`config.mk`:
```
export PLATFORM = sky130hd
export DESIGN_NAME = rr_interconnect
export DESIGN_NICKNAME = d
export VERILOG_FILES = /design/src/rtl/rr_interconnect.sv
export SDC_FILE = /design/constraint.sdc
export NUM_CORES = 1
export LEC_CHECK = 0
export ABC_AREA = 1
export BUFFER_PORTS_ARGS = -buffer_cell sky130_fd_sc_hd__clkbuf_2
export CORE_AREA = 5 5 42 44
export DETAILED_ROUTE_END_ITERATION = 6
export DIE_AREA = 0 0 47 49
export GPL_TIMING_DRIVEN = 0
export PLACE_DENSITY = 0.86
export SYNTH_ARGS = -nofsm -noshare
export SYNTH_HDL_FRONTEND = slang
export SYNTH_SLANG_ARGS = --single-unit
```
`constraint.sdc`:
```
create_clock -name CLK -period 2.15 [get_ports CLK]
set_input_delay 0.215 -clock CLK [delete_from_list [all_inputs] [get_ports CLK]]
set_output_delay 0.215 -clock CLK [all_outputs]
set_load 0.05 [all_outputs]
```
`src/rtl/rr_interconnect.sv`:
```
// rr_interconnect: N-master to 1-slave req/ack interconnect, round-robin grant.
// Optional slave-response timeout is built when ARB_TIMEOUT_EN is defined.
module rr_interconnect #(
  parameter int N_MASTERS      = 4,
  parameter int SEL_W          = $clog2(N_MASTERS),
  parameter int TIMEOUT_CYCLES = 64
) (
  input  logic                 CLK,
  input  logic                 RSTn,
  input  logic [N_MASTERS-1:0] M_req,
  output logic [N_MASTERS-1:0] M_ack,
  output logic [N_MASTERS-1:0] M_err,
  output logic                 S_req,
  input  logic                 S_ack,
  output logic [SEL_W-1:0]     Select,
  output logic                 Busy
);

  localparam logic [0:0] IDLE  = 1'b0;
  localparam logic [0:0] GRANT = 1'b1;

  localparam logic [SEL_W-1:0] TOP = SEL_W'(N_MASTERS - 1);

  logic [0:0]       state;
  logic [SEL_W-1:0] g;
  logic [SEL_W-1:0] last;
  logic [SEL_W-1:0] w;
  logic [SEL_W-1:0] idx;
  logic             found;
  logic             req_g;
  logic             tmo;
  logic             done;

  // Rotating search from last+1, wrapping at N_MASTERS-1.
  always_comb begin
    found = 1'b0;
    w     = '0;
    idx   = last;
    for (int k = 0; k < N_MASTERS; k++) begin
      idx = (idx == TOP) ? '0 : idx + SEL_W'(1);
      if (!found && M_req[idx]) begin
        found = 1'b1;
        w     = idx;
      end
    end
  end

  assign Busy  = (state == GRANT);
  assign req_g = M_req[g];

`ifdef ARB_TIMEOUT_EN
  localparam int CNT_W = $clog2(TIMEOUT_CYCLES);

  logic [CNT_W-1:0] cnt;

  assign tmo = Busy & req_g & ~S_ack &
               (cnt == CNT_W'(TIMEOUT_CYCLES - 1));

  // Count unanswered grant cycles; cleared while idle so it restarts per grant.
  always_ff @(posedge CLK or negedge RSTn) begin
    if (!RSTn) begin
      cnt <= '0;
    end else if (!Busy) begin
      cnt <= '0;
    end else if (!S_ack) begin
      cnt <= cnt + CNT_W'(1);
    end
  end
`else
  assign tmo = 1'b0;
`endif

  assign S_req  = Busy & req_g & ~tmo;
  assign done   = ~req_g | S_ack | tmo;
  assign Select = Busy ? g : '0;

  // Ack and error are routed only to the granted master.
  always_comb begin
    M_ack    = '0;
    M_err    = '0;
    M_ack[g] = Busy & req_g & S_ack;
    M_err[g] = tmo;
  end

  // Arbitration FSM; a withdrawn master keeps last, so it loses its turn.
  always_ff @(posedge CLK or negedge RSTn) begin
    if (!RSTn) begin
      state <= IDLE;
      g     <= '0;
      last  <= TOP;
    end else begin
      case (state)
        IDLE: begin
          if (found) begin
            state <= GRANT;
            g     <= w;
            last  <= w;
          end
        end
        GRANT: begin
          if (done) state <= IDLE;
        end
        default: state <= IDLE;
      endcase
    end
  end

endmodule

```
==> results_dict.tcl, run 1 <==
set metrics [dict create \
    antenna_cells 0 \
    r2r-start "last[0]" \
    antenna_found_initial 0 \
    cts-root-buf "clkbuf_4" \
    hpwlAfterDp_mm 1.15 \
    critPathSlowestCell "dfrtp_1" \
    clockBufferDepth 2 \
    io_buffers 14 \
    grt_pass1_wl_mm 2.51 \
    fmax_mhz 491 \
    grt_pass1_vias 650 \
    worst_setup_path_start_kind "flop" \
    ctsHtreeMaxLevel 1 \
    clock_latency_ns 0.24 \
    holdPathStages 2 \
    clock_skew_ns 0.00103 \
    clk_pin_slew_worst_paths_ns 0.04 \
    die_area_um2 2300 \
    reg2reg_depth 11 \
    yosysWarnings 0 \
    drive_gt1_share_pct 33.1 \
    status "finished clean" \
    worstHoldStart "S_ack" \
    post-route-period-util_pct 94.8 \
    chipWidth_um 47 \
    grt_max_degree 11 \
    drv_cap 0 \
    ys_seq_area_share_pct 20.4 \
    worst_setup_path_end_kind "primary output" \
    synth_top_flop_cell "dfrtp_1" \
    syn_avg_cell_area_um2 6.13 \
    final_common_cell "nand2_1" \
    grt_usage_pct 14.5 \
    synth-async-reset-ratio_pct 100 \
    initial_utilization_pct 44.6 \
    first_pass_iters 4 \
    worstPathCellList "inv_1 > nand2_1 > o22ai_1 > o21bai_1 > nand2_1 > inv_1 > nand2_1 > nor3_2 > clkbuf_4" \
    critical_path.most_common_cell "nand2_1" \
    num_vias 694 \
    place.gp.congestion 0.756 \
    synth_cell_types 23 \
    syn_inst 102 \
    ys_seq_elements 5 \
    fp.dieH_um 49 \
    cts_sinks 5 \
    synth_edf_count 0 \
    required_ns 1.93 \
    io_pins 19 \
    wirelength_mm 1.42 \
    area_growth_syn_to_layout_pct 24.8 \
    cp_max_fo 7 \
    remaining_drc_errors 0 \
    fin_tns_setup_ns 0 \
    wl_per_cell_um 10.2 \
    critPathKind "flop to primary output" \
    fp.coreArea_um2 1400 \
    postCtsSetupBuffers 0 \
    min_path_type "primary input to flop" \
    via_per_inst 4.96 \
    cts_tree "built" \
    worstPathArrival_ns 1.82 \
    timing.final.hold_violations 0 \
    cts_buffers 3 \
    finalSetupViolCount 0 \
    final_cell_mix "nand2_1, inv_1, nand2_2, clkbuf_2, nand3_1" \
    cp-startpoint "g[0]" \
    final_antenna_net_count 0 \
    final_max_slew_viol_count 0 \
    layout.nets 133 \
    fin_crit_ns 2.04 \
    syn-cell-area_um2 626 \
    worst_path_largest_cell_delay_ns 0.45 \
    gr-total-overflow 0 \
    rows 14 \
    drtIter0Drc 16 \
]
[state kept, by name (all words and copies together) (netlist names)]
register / cells
g: 2
last: 2
Busy: 1
[final timing paths]
kind                            slack [ns]       end
worst min-delay path                  0.17      Busy
min in group asynchronous             0.35      Busy
worst min register to register        0.48   last[1]
worst max-delay path                  0.11  M_ack[0]
worst max register to register        0.24      g[1]
max in group asynchronous             1.59   last[1]
[critical path: cells and delay by family (launching register included)]
kind / cells / cell delay [ns]
AO/OA/AOI/OAI: 2 / 0.26
AND/OR/NAND/NOR: 4 / 0.42
buffers and inverters: 3 / 0.45
flip-flops: 1 / 0.45
[Yosys cell counts, types with 2 or more instances]
library cell / count / share of area (%)
buf_4: 4 / 4.8
a21oi_1: 3 / 2.4
inv_1: 14 / 8.4
nand3_1: 8 / 6.4
nand4_1: 3 / 3.0
nor2_2: 2 / 2.0
nor2_1: 5 / 3.0
nand2_1: 34 / 20
nand2_2: 10 / 10
dfstp_2: 2 / 8.4
o21ai_1: 2 / 1.6
dfrtp_1: 3 / 12
nor3_1: 2 / 1.6
[stage by stage]
step	hold WS, ns	util, %	area (um^2)	setup slack (ns)	std cells
detailed placement	0.0343	52.6	737	0.240	135
global placement	0.0316	52.6	737	0.288	135
finish	0.172	55.7	781	0.113	140
global route	0.169	55.7	781	-0.0292	140
CTS	0.161	55.2	773	0.0667	140
floorplan	-0.0806	-	647	-0.153	105
[per-layer routing]
metal / up-vias / part of all wire, % / track usage [%]
met5: - / 0 / 0
met4: 0 / 0.63 / 6.91
met3: 2 / 6.1 / 3.32
met2: 26 / 52 / 24.4
met1: 310 / 41 / 16.4
li1: 356 / - / -
[cell families (layout without fill, tap and decap cells)]
group	count (synthesis)	after routing	synth area share (%)
simple gates	68	68	53.8
compound gates	9	9	10.0
other cells	1	4	0.599
buf+inv	18	37	13.2
fa+ha+maj	1	1	2.00
flops	5	5	20.4
[what timing repair did]
| item | CTS | global route |
|---|---|---|
| gates resized for setup | 0 | 7 |
| hold buffers | 1 | 0 |
| endpoints found under the setup margin | 0 | 4 |
| hold endpoints to repair | 5 | 0 |
[final cells by class]
class                           count  area (um^2)
Inverter                           14         52.6
Multi-Input combinational cell     82          437
Fill cell                         134          621
Timing Repair Buffer               15         87.6
Tap cell                           16         20.0
Clock buffer                        4         26.3
Buffer                              4         30.0
Sequential cell                     5          128
Power of run 1 is not shown: default switching activity piles up to over one toggle a cycle in this logic, so the estimate is an artifact.
==> inputs of run 2 (changes only) <==
- CORE_AREA: 5 5 42 44 -> unset
- CORE_MARGIN: unset -> 5
- CORE_UTILIZATION: unset -> 40
- DIE_AREA: 0 0 47 49 -> unset
- PLACE_DENSITY: 0.86 -> 0.77
==> run 2 against run 1 <==
Effect of this change:
- fmax rose by 3.6%
- critical path type unchanged
- critical endpoint unchanged
- core utilization fell by 3.6 points
- sequential share of layout area rose by 0.11 points
- via count fell by 5.6%
- global-route usage fell by 2.4 points
- final cell count did not move
- worst hold slack got worse by 0.0069 ns
- cell area fell by 0.64%
- count of clock-buffer cells in the layout did not move
==> results_dict.tcl, run 2 (synthesized netlist as in run 1, its figures left out) <==
set metrics [dict create \
    status "finished clean" \
    cts-root-buf "clkbuf_4" \
    cp.buffers_inverters 3 \
    worst_path_largest_cell_delay_ns 0.45 \
    io_buffers 14 \
    cts_buffers 3 \
    worst_setup_path_start_kind "flop" \
    clockBufferDepth 2 \
    drive_gt1_share_pct 33.1 \
    layout.nets 133 \
    fp.dieH_um 49.5 \
    cp_max_fo 7 \
    chipWidth_um 49.5 \
    hpwlAfterDp_mm 1.07 \
    grt_pass1_vias 606 \
    clk_pin_slew_worst_paths_ns 0.05 \
    cts_tree "built" \
    final_max_slew_viol_count 0 \
    num_vias 655 \
    clock_latency_ns 0.24 \
    wl_per_cell_um 9.52 \
    critical_path.most_common_cell "nand2_1" \
    critPathSlowestCell "dfrtp_1" \
    r2r-end "g[1]" \
    ctsHtreeMaxLevel 1 \
    die_area_um2 2450 \
    postCtsSetupBuffers 0 \
    reg2reg_depth 11 \
    grt_usage_pct 12.1 \
    timing.final.hold_violations 0 \
    place_ws_ns 0.282 \
    required_ns 1.93 \
    min_path_type "primary input to flop" \
    area_growth_syn_to_layout_pct 24.0 \
    cp-startpoint "g[0]" \
    fmax_mhz 508 \
    fillCellCount 154 \
    worst_setup_path_end_kind "primary output" \
    finalSetupViolCount 0 \
    crit_family "buffers and inverters" \
    antenna_found_initial 0 \
    whs_endpoint "Busy" \
    fp.coreArea_um2 1490 \
    reg2reg_setup_slack_ns 0.24 \
    drtIter0Drc 9 \
    via_per_inst 4.68 \
    initial_utilization_pct 42.0 \
    place.gp.congestion 0.808 \
    holdPathStages 2 \
    critPathKind "flop to primary output" \
    r2r-start "last[0]" \
    clock_skew_ns 0.00519 \
    antenna_cells 0 \
    remaining_drc_errors 0 \
    wirelength_mm 1.33 \
    grt_pass1_wl_mm 2.42 \
    drv_cap 0 \
    cts_sinks 5 \
    gr-total-overflow 0 \
    final_cell_mix "nand2_1, inv_1, nand2_2, clkbuf_2, nand3_1" \
    final_antenna_net_count 0 \
    worstPathArrival_ns 1.75 \
    post-route-period-util_pct 91.5 \
    rows 14 \
    final_common_cell "nand2_1" \
    first_pass_iters 4 \
    fin_crit_ns 1.97 \
    io_pins 19 \
    fin_ws_ns 0.183 \
    grt_max_degree 11 \
    worstHoldStart "S_ack" \
    worstPathCellList "inv_1 > nand2_1 > o22ai_1 > o21bai_1 > nand2_1 > inv_1 > nand2_1 > nor3_2 > buf_2" \
]
## run 2: how the worst max path moves through the flow
| stage | end | slack, ns | depth (start not counted) |
|---|---|---|---|
| 6_report | M_ack[0] | 0.18 | 9 |
| 5_1_grt | M_ack[0] | -0.005 | 9 |
| 4_1_cts | M_ack[1] | 0.14 | 9 |
| 3_5_place_dp | g[1] | 0.28 | 11 |
| 3_3_place_gp | g[1] | 0.29 | 11 |
| 2_1_floorplan | M_ack[2] | -0.15 | 8 |
## run 2: cell type report
class                      count  area, um^2  share of cell area, %
inverter                      14        52.6                   6.77
buffer                         4        30.0                   3.87
sequential                     5         128                   16.5
clock buffer                   4        26.3                   3.39
timing repair buffer          15        82.6                   10.6
tap                           16        20.0                   2.58
multi-input combinational     82         437                   56.3
## run 2: per-layer routing
metal	global-route usage, %	wire length [um]	vias to the layer above
met2	18.2	617	18
met1	15.5	641	280
met5	0	0	-
met4	6.11	0	0
met3	3.61	74	0
li1	-	-	357
## run 2: through the flow
| step | cell area (um^2) | hold WS [ns] | utilization [%] | cells | setup TNS, ns |
|---|---|---|---|---|---|
| detailed placement | 737 | 0.0358 | 49.5 | 135 | 0 |
| global route | 776 | 0.154 | 52.1 | 140 | -0.00473 |
| finish | 776 | 0.165 | 52.1 | 140 | 0 |
| CTS | 773 | 0.157 | 51.9 | 140 | 0 |
| floorplan | 647 | -0.0806 | - | 105 | -0.531 |
| global placement | 737 | 0.0313 | 49.5 | 135 | 0 |
## run 2: what timing repair did
action                                 CTS  global route
setup endpoints to repair                0             4
endpoints found under the hold margin    5             0
hold buffers                             1             0
resized for setup                        0             5
Power of run 2 is left out for the same reason.
==> inputs of run 3 (changes only) <==
- clock period: 2.15 -> 2.35 ns (I/O delays scaled with it)
==> run 3 against run 2 <==
Effect of this change:
- final cell count unchanged
- global-route usage increased by 0.38 points
- via count increased by 2.0%
- critical path depth unchanged
- count of clock-buffer cells in the layout unchanged
- routed wire length increased by 4.1%
- worst setup slack improved by 0.15 ns
- non-clock buffer count unchanged
- core utilization decreased by 0.84 points
- worst hold slack improved by 0.030 ns
- clock skew decreased by 0.0030 ns
- first-iteration DRC count increased by 67%
==> results_dict.tcl, run 3 (synthesized netlist as in run 1, its figures left out) <==
set metrics [dict create \
    chipWidth_um 49.5 \
    die_area_um2 2450 \
    timing.final.hold_violations 0 \
    grt_max_degree 11 \
    critPathKind "flop to primary output" \
    drv_cap 0 \
    cp_max_fo 7 \
    instances_no_fill 140 \
    clock_latency_ns 0.24 \
    cp.buffers_inverters 3 \
    final_max_slew_viol_count 0 \
    cts-root-buf "clkbuf_4" \
    place.gp.congestion 0.868 \
    initial_utilization_pct 42.0 \
    final_antenna_net_count 0 \
    via_per_inst 4.77 \
    io_pins 19 \
    required_ns 2.12 \
    first_pass_iters 4 \
    final_cell_mix "nand2_1, inv_1, clkbuf_2" \
    grt_usage_pct 12.5 \
    worstPathCellList "inv_1 > nand2_1 > o22ai_1 > o21bai_1 > nand2_1 > inv_1 > nand2_1 > nor3_1 > clkbuf_2" \
    reg2reg_setup_slack_ns 0.43 \
    holdPathStages 2 \
    worst_setup_path_end_kind "primary output" \
    whs_endpoint "Busy" \
    cts_sinks 5 \
    cts_tree "built" \
    numPlacedInstances 135 \
    worstHoldStart "S_ack" \
    clock_skew_ns 0.00217 \
    final_common_cell "nand2_1" \
    r2r-start "last[0]" \
    rsz0062_at_grt "false" \
    ctsHtreeMaxLevel 1 \
    io_buffers 14 \
    fin_crit_ns 2.01 \
    rows 14 \
    antenna_found_initial 0 \
    layout.nets 133 \
    grt_pass1_vias 646 \
    area_growth_syn_to_layout_pct 22.0 \
    fmax_mhz 497 \
    fp.dieH_um 49.5 \
    crit_family "buffers and inverters" \
    postCtsSetupBuffers 0 \
    fp.coreArea_um2 1490 \
    r2r-end "g[1]" \
    drive_gt1_share_pct 31.5 \
    clk_pin_slew_worst_paths_ns 0.04 \
    cts_resized 0 \
    fin_util_pct 51.3 \
    min_path_type "primary input to flop" \
    critical_path.most_common_cell "nand2_1" \
    num_vias 668 \
    grt_pass1_wl_mm 2.54 \
    remaining_drc_errors 0 \
    cts_buffers 3 \
    wirelength_mm 1.39 \
    critPathSlowestCell "dfrtp_1" \
    finalSetupViolCount 0 \
    reg2reg_depth 11 \
    antenna_cells 0 \
    holdWs_ns 0.195 \
    clockBufferDepth 2 \
    wl_per_cell_um 9.91 \
    gr-total-overflow 0 \
    post-route-period-util_pct 85.7 \
    worst_path_largest_cell_delay_ns 0.43 \
    drtIter0Drc 15 \
    status "finished clean" \
    worst_setup_path_start_kind "flop" \
    hpwlAfterDp_mm 1.15 \
    worstPathArrival_ns 1.78 \
]
==> run 3: cell type report <==
class / instances / area (um^2)
Multi-Input combinational cell: 82 / 427
Sequential cell: 5 / 128
Timing Repair Buffer: 15 / 80.1
Tap cell: 16 / 20.0
Clock buffer: 4 / 26.3
Fill cell: 159 / 726
Inverter: 14 / 52.6
Buffer: 4 / 30.0
==> run 3: through the flow <==
step           TNS, ns  area (um^2)  setup WS, ns
4_1_cts              0          763         0.302
3_3_place_gp         0          727         0.483
5_1_grt              0          763         0.140
6_report             0          763         0.337
3_5_place_dp         0          727         0.440
2_1_floorplan   -0.608          637        -0.304
==> run 3: worst reg2reg max path, stage by stage, from the launching register on <==
cell	delay, ns
dfstp_2	0.57
ha_1	0.32
inv_1	0.17
nand2_1	0.10
nand2_2	0.10
nand2_2	0.07
nand2_4	0.10
nand3_4	0.08
nor2_2	0.10
nor2_2	0.04
nand2_1	0.09
nand2_1	0.06
==> run 3: worst max-delay path by stage <==
stage,start,end,slack (ns),cells past startpoint
global placement,last[0],g[1],0.48,11
CTS,g[0],M_ack[0],0.30,9
floorplan,g[0],M_ack[0],-0.30,8
global route,g[0],M_ack[1],0.14,9
finish,g[0],M_ack[0],0.34,9
detailed placement,last[0],g[1],0.44,11
==> run 3: repair_timing <==
item / in CTS / in global routing
hold endpoints to repair: 5 / 0
hold buffers: 1 / 0
setup endpoints to repair: 0 / 0
==> run 3: per-layer routing <==
layer  vias up  share of wire (%)  track usage, %
li1        358                  -               -
met3         2                3.5            1.51
met5         -                  0               0
met4         0                1.3            6.55
met1       299                 42            14.6
met2         9                 53            21.8
Power of run 3 is left out for the same reason.
